File: config.mk
export PLATFORM = sky130hd
export DESIGN_NAME = evg_hw_event_encoder
export DESIGN_NICKNAME = d
export VERILOG_FILES = /design/src/rtl/evg_hw_event_encoder.sv
export SDC_FILE = /design/constraint.sdc
export NUM_CORES = 1
export LEC_CHECK = 0
export ABC_AREA = 1
export BUFFER_PORTS_ARGS = -buffer_cell sky130_fd_sc_hd__buf_2
export CAP_MARGIN = 20
export CORE_MARGIN = 2
export CORE_UTILIZATION = 55
export DETAILED_ROUTE_END_ITERATION = 16
export HOLD_SLACK_MARGIN = 0.08
export PLACE_DENSITY = 0.73
export SLEW_MARGIN = 25
export SYNTH_ARGS = -nofsm -noshare
export SYNTH_HDL_FRONTEND = slang
export SYNTH_SLANG_ARGS = --single-unit
File: constraint.sdc
create_clock -name evgTxClk -period 8.1 [get_ports evgTxClk]
set_input_delay 1.62 -clock evgTxClk [delete_from_list [all_inputs] [get_ports evgTxClk]]
set_output_delay 1.62 -clock evgTxClk [all_outputs]
set_load 0.01 [all_outputs]
File: src/rtl/evg_hw_event_encoder.sv
// evg_hw_event_encoder: synchronizes trigger lines, queues rising edges and
// issues their table-mapped event codes round-robin on an AXI-stream output.
module evg_hw_event_encoder #(
    parameter int TRIGGER_COUNT = 8,
    parameter int SYNC_STAGES   = 2
) (
    input  logic                             evgTxClk,
    input  logic                             evgTxReset,
    input  logic [TRIGGER_COUNT-1:0]         triggers,
    input  logic                             cfgWrite,
    input  logic [$clog2(TRIGGER_COUNT)-1:0] cfgAddress,
    input  logic [7:0]                       cfgCode,
    input  logic [TRIGGER_COUNT-1:0]         cfgOverrunClear,
    output logic [TRIGGER_COUNT-1:0]         overrun,
    output logic [7:0]                       evgHardwareEventTDATA,
    output logic                             evgHardwareEventTVALID,
    input  logic                             evgHardwareEventTREADY
);
    localparam int AW = $clog2(TRIGGER_COUNT);

    logic [TRIGGER_COUNT-1:0] sync_q [SYNC_STAGES];
    logic [TRIGGER_COUNT-1:0] delayed, edge_q, pending, enabled, gnt_vec, ovr_set;
    logic [7:0]               code_table [TRIGGER_COUNT];
    logic [AW-1:0]            ptr, grant, idx;
    logic                     found, free;

    // Round-robin search starts one past the last grant and wraps.
    always_comb begin
        enabled = '0;
        grant   = '0;
        idx     = '0;
        found   = 1'b0;
        for (int i = 0; i < TRIGGER_COUNT; i++)
            enabled[i] = code_table[i] != 8'h00;
        for (int k = 1; k <= TRIGGER_COUNT; k++) begin
            idx = AW'((int'(ptr) + k) % TRIGGER_COUNT);
            if (!found && pending[idx] && enabled[idx]) begin
                grant = idx;
                found = 1'b1;
            end
        end
        free    = !evgHardwareEventTVALID || evgHardwareEventTREADY;
        gnt_vec = (free && found) ? ({{(TRIGGER_COUNT-1){1'b0}}, 1'b1} << grant) : '0;
        ovr_set = edge_q & enabled & pending & ~gnt_vec;
    end

    always_ff @(posedge evgTxClk) begin
        if (evgTxReset) begin
            for (int s = 0; s < SYNC_STAGES; s++)
                sync_q[s] <= '0;
            for (int i = 0; i < TRIGGER_COUNT; i++)
                code_table[i] <= 8'h00;
            delayed                <= '0;
            edge_q                 <= '0;
            pending                <= '0;
            overrun                <= '0;
            ptr                    <= AW'(TRIGGER_COUNT - 1);
            evgHardwareEventTDATA  <= 8'h00;
            evgHardwareEventTVALID <= 1'b0;
        end else begin
            sync_q[0] <= triggers;
            for (int s = 1; s < SYNC_STAGES; s++)
                sync_q[s] <= sync_q[s-1];
            delayed <= sync_q[SYNC_STAGES-1];
            edge_q  <= sync_q[SYNC_STAGES-1] & ~delayed;
            pending <= ((pending & ~gnt_vec) | edge_q) & enabled;
            overrun <= (overrun & ~cfgOverrunClear) | ovr_set;
            if (cfgWrite && int'(cfgAddress) < TRIGGER_COUNT)
                code_table[cfgAddress] <= cfgCode;
            if (free) begin
                evgHardwareEventTVALID <= found;
                if (found) begin
                    evgHardwareEventTDATA <= code_table[grant];
                    ptr                   <= grant;
                end
            end
        end
    end
endmodule

; Word level (Yosys, flattened, before mapping)
; Memories as Yosys holds them, arrays and structs flattened. A register that Yosys moved wholly into a read port is not among the register bits.
; Cells that the tools add are included.
[op_classes]
n_addsub = 8
n_mul = 0
n_div = 0
magnitude_cmp = 8
eq_ne = 0
n_shift = 1
muxes = 60
bitwise_logic = 14
reduce_logical = 35
[ops]
columns = op, count
row1 = nonzero test 8 bit, 8
row2 = AND 8 bit, 7
row3 = binary-select mux 1 bit (select 3 bit), 16
row4 = less-than comparator 3 x 4 -> 1 bit (second input constant), 8
row5 = 2-to-1 mux 8 bit, 4
row6 = 2-to-1 mux 1 bit, 31
row7 = 2-to-1 mux 3 bit, 9
row8 = NOT 8 bit, 3
row9 = logical AND 1 bit, 16
row10 = bitwise OR 8 bit, 2
row11 = adder 3 bit (second input constant), 4
row12 = logical NOT 1 bit, 8
row13 = OR reduction 8 bit, 1
row14 = left shift 1 x 3 -> 8 bit (first input constant), 1
row15 = adder 3 x 1 -> 3 bit (second input constant), 2
row16 = adder 3 x 2 -> 3 bit (second input constant), 2
row17 = bitwise OR 1 bit, 2
row18 = AND reduction 2 bit, 1
row19 = logical OR 1 bit, 1
[totals]
ff_bits = 36
latch_bits = 0
ramBits = 80
mem_bits_ro = 0
output_inout_bits = 17
wordCells = 134
memories = 2
[mem_list]
columns = name, depth, word_bits, read_ports, rd_ports_with_merged_regs, write_ports, line_no
row1 = code_table, 8, 8, 9, 1, 8, 23  ; logic [7:0] code_table [TRIGGER_COUNT];
row2 = sync_q, 2, 8, 2, 0, 2, 21  ; logic [TRIGGER_COUNT-1:0] sync_q [SYNC_STAGES];

; Longest topological paths before layout
[logic_depth]
ltp_word = 39
mapped_depth = 28
mapped_depth_nobuf = 24

; Worst setup path after synthesis
; No wires, ideal clock.
[synth_path]
kind = register to register
startpoint = register ptr[0]
endpoint = register evgHardwareEventTDATA[0] (read register of code_table)
t_arrival_ns = 2.804
t_required_ns = 7.990
slack_ns = 5.186
stages_incl_launch_ff = 27
n_path_buf = 4
period_less_slack_ns = 2.914
cell_sequence = dfxtp_1 -> buf_6 -> inv_4 -> buf_6 -> ha_1 -> buf_2 -> inv_1 -> nand2_1 -> nand2_1 -> nor2_1 -> nand2_1 -> nand2_4 -> nor2_8 -> o211ai_4 -> nor2_4 -> nand3_2 -> nor2_1 -> nor2_4 -> buf_4 -> nand3_1 -> nand2_1 -> nand2_1 -> nand2_1 -> nand2_1 -> nand3_1 -> nand2_1 -> inv_1
[synth_via]
elab_chain_len = 34
[synth_rtl]
columns = element, line_no
row1 = start: declaration, 24  ; logic [AW-1:0] ptr, grant, idx;
row2 = start signal: assignment, 57  ; ptr <= AW'(TRIGGER_COUNT - 1);
row3 = start signal: assignment, 74  ; ptr <= grant;
row4 = adder 3 x 1 -> 3 bit, 36  ; idx = AW'((int'(ptr) + k) % TRIGGER_COUNT);
row5 = binary-select mux 1 bit (select 3 bit), 37  ; if (!found && pending[idx] && enabled[idx]) begin
row6 = 2-to-1 mux 1 bit (not written as such), 37
row7 = logical AND 1 bit, 37
row8 = 2-to-1 mux 1 bit, 37
row9 = logical NOT 1 bit, 37
row10 = logical AND 1 bit (2 in a row), 37
row11 = 2-to-1 mux 1 bit, 37
row12 = (+15 left out), --
row13 = 2-to-1 mux 1 bit, 37
row14 = logical NOT 1 bit, 37
row15 = logical AND 1 bit (2 in a row), 37
row16 = 2-to-1 mux 1 bit, 37
row17 = logical NOT 1 bit, 37
row18 = logical AND 1 bit (2 in a row), 37
row19 = 2-to-1 mux 1 bit, 37
row20 = AND reduction 2 bit (no source line), --
row21 = end: declaration, 15  ; output logic [7:0] evgHardwareEventTDATA,
; Several ways; a longest one is shown, not always the timed one. The select of a mux whose other input is x is not followed.
; A chain may end at the register's enable or synchronous reset.

; Worst setup path after layout
[layout_path]
startpoint = register ptr[1]
endpoint = register overrun[4]
[layout_via]
elab_chain_len = 38
[layout_rtl]
columns = element, line_no
row1 = adder 3 x 1 -> 3 bit, 36
row2 = binary-select mux 1 bit (select 3 bit), 37
row3 = 2-to-1 mux 1 bit (not written as such), 37
row4 = logical AND 1 bit, 37
row5 = 2-to-1 mux 1 bit, 37
row6 = logical NOT 1 bit, 37
row7 = logical AND 1 bit (2 in a row), 37
row8 = 2-to-1 mux 1 bit, 37
row9 = (+20 left out), --
row10 = logical NOT 1 bit, 37
row11 = logical AND 1 bit (2 in a row), 37
row12 = 2-to-1 mux 3 bit / 2-to-1 mux 1 bit (equally long branches), 37
row13 = left shift 1 x 3 -> 8 bit / logical AND 1 bit (equally long branches), 43  ; gnt_vec = (free && found) ? ({{(TRIGGER_COUNT-1){1'b0}}, 1'b1} << grant) : '0;
row14 = 2-to-1 mux 8 bit *, 43
row15 = NOT 8 bit *, 44  ; ovr_set = edge_q & enabled & pending & ~gnt_vec;
row16 = AND 8 bit *, 44
row17 = bitwise OR 8 bit *, 67  ; overrun <= (overrun & ~cfgOverrunClear) | ovr_set;
row18 = end signal: assignment, 67
row19 = end: declaration, 14  ; output logic [TRIGGER_COUNT-1:0] overrun,
; Every way passes the cells marked *; elsewhere a longest branch is shown, timed or not. The select of a mux whose other input is x is not followed.

==> reports/metrics.cfg <==
[setup_path]
rrSetupSlack_ns = 3.81
critPathKind = reg2reg
crit_path_start_kind = flop
crit_arrival_ns = 4.56
endpoint_kind = flop
worstPathRequired_ns = 8.38
cp_max_fo = 33

[synth]
yosysSeqAreaShare_pct = 48.9
synth_nets = 878
syn_inst = 845
syn_area_um2 = 6380
yosysWarnings = 0
ys_types = 38
synthXorXnorAreaFrac_pct = 0.765
synthAdderAreaFrac_pct = 0.392
syn_avg_cell_area_um2 = 7.55
synth_compound_area_share_pct = 5.29
synth_mux_area_share_pct = 0
ys_ff_latch = 124
synth_top_family_by_area = simple AND/OR/NAND/NOR gates
synth_simple_gate_area_share_pct = 36.5

[drt]
wl_um = 16100
drc = 0
viasPerCell = 5.36
drtPass1Iterations = 5
wire_per_inst_um = 15.5
final_antenna_net_count = 0
dr_total_vias = 5575
drt_iter0_drc = 414

[global_routing]
grt_pass1_vias = 5100
antenna_found_initial = 0
grt_max_degree = 45
overflow = 0
grt_pass1_wl_um = 25800
grt_use_total_pct = 26.8

[layout]
antenna_cells = 0
fin_cells = 1040
final_common_cell = nand2_1
fillers = 1044
finalNetCount = 917
syn_to_final_growth_pct = 13.4
final_cell_mix = 252 x nand2_1, 159 x nor2_1, 90 x nand3_1
drive_gt1_share_pct = 13.5

[sta]
setup_slack_ns = 3.81
period_needed_ns = 4.29
slew_viol_final = 0
setup_viol_count_final = 0
fin_crit_sh_pct = 52.9
slew_headroom_pct = 30.1
hold_slack_ns = 0.390
clock_skew_ns = 0.00695
setup_tns_ns = 0
tightest_slew_ns = 1.05
fmax_mhz = 233
rsz0062_at_grt = false
hold_violations = 0

[die]
die_x_um = 112
fp.coreArea_um2 = 11400
initial_core_util_pct = 56.1
ios = 48
chipHeight_um = 112
die-area_um2 = 12500
std_cell_rows = 39

[run_status]
status = completed

[flow_run]
max-cap-violations = 0

[clock_tree]
cts_sinks = 124
cts_resized = 0
clkTransAtPathRegs_ns = 0.06
root_buffer = clkbuf_16
insertion_delay_ns = 0.42
htreeDepth = 4
clock_path_buffers = 2
cts_buffers = 17
postCtsSetupBuffers = 0
cts_tree = done
postCtsHoldBufs = 0

[placement]
io_buffers = 47
dp.cells = 1008
dp_slack_ns = 3.88
dp_hpwl_um = 11700
gp_congestion = 0.878

[worst_hold_path]
hold_path_class = reg2reg

stage by stage:
stage          util, %  area [µm²]
3_5_place_dp      58.3        6630
6_report          63.6        7230
5_1_grt           63.6        7230
3_3_place_gp      58.3        6630
2_1_floorplan        -        6380
4_1_cts           63.6        7230
area by class of cell:
cell class              count  area (µm²)  area share, %
clock buffers              22         508           7.02
flip-flops and latches    124        3120           43.2
multi-input cells         602        2740           37.8
inverters                  90         340           4.70
repair buffers             49         250           3.46
clock inverters            10        96.3           1.33
well taps                 143         179           2.47
metal layers:
metal,up-vias,GRT usage [%],wire [µm]
li1,2778,-,-
met1,2578,34.7,6850
met2,176,42.3,7640
met3,43,7.08,1060
met4,0,12.3,539
met5,-,0,0
Yosys cell counts, drive strengths merged:
library cell	n	area share, %
a21oi	21	1.7
nand4	8	0.98
nand2	258	16
inv	89	5.3
xnor2	1	0.25
edfxtp	64	30
nor3b	1	0.12
o211ai	4	0.76
clkbuf	7	0.41
and2	1	0.098
nand3	95	7.8
nor2	166	11
dfxtp	60	19
o21ai	30	2.8
buf	22	2.4
xor2	2	0.51
nor3	13	1.2
clkinv	1	0.059
ha	2	0.39
cell families after synthesis:
family / count (synthesis)
fa+ha+maj: 2
xor+xnor: 3
flops: 124
simple gates: 542
buf+inv: 119
compound gates: 55
worst max-delay path: stages (launching register included):
cell	delay, ns
dfxtp_1	0.63
inv_2	0.21
ha_1	0.50
inv_1	0.19
nor2_1	0.14
nand3_1	0.08
nand2_1	0.20
nor2_4	0.08
o211ai_2	0.19
inv_2	0.07
nor2_1	0.11
nand2_1	0.08
inv_2	0.05
nand3_2	0.49
nand2_2	0.60
nand2_2	0.12
o21ai_0	0.30
a21oi_1	0.10
flip-flops by register name, indices dropped and copies added (netlist names):
name / count
code_table: 64
edge_q: 8
evgHardwareEventTDATA: 8
overrun: 8
evgHardwareEventTVALID: 1
ptr: 3
pending: 8
sync_q: 16
delayed: 8
worst paths after layout:
| kind | startpoint | endpoint | depth (start not counted) |
|---|---|---|---|
| hold / removal | delayed[1] | edge_q[1] | 1 |
| setup reg to reg | ptr[1] | overrun[4] | 17 |
| setup / recovery | ptr[1] | overrun[4] | 17 |
| hold reg to reg | delayed[1] | edge_q[1] | 1 |
Power is not shown: default switching activity piles up to over one toggle a cycle in this logic, so the estimate is an artifact.
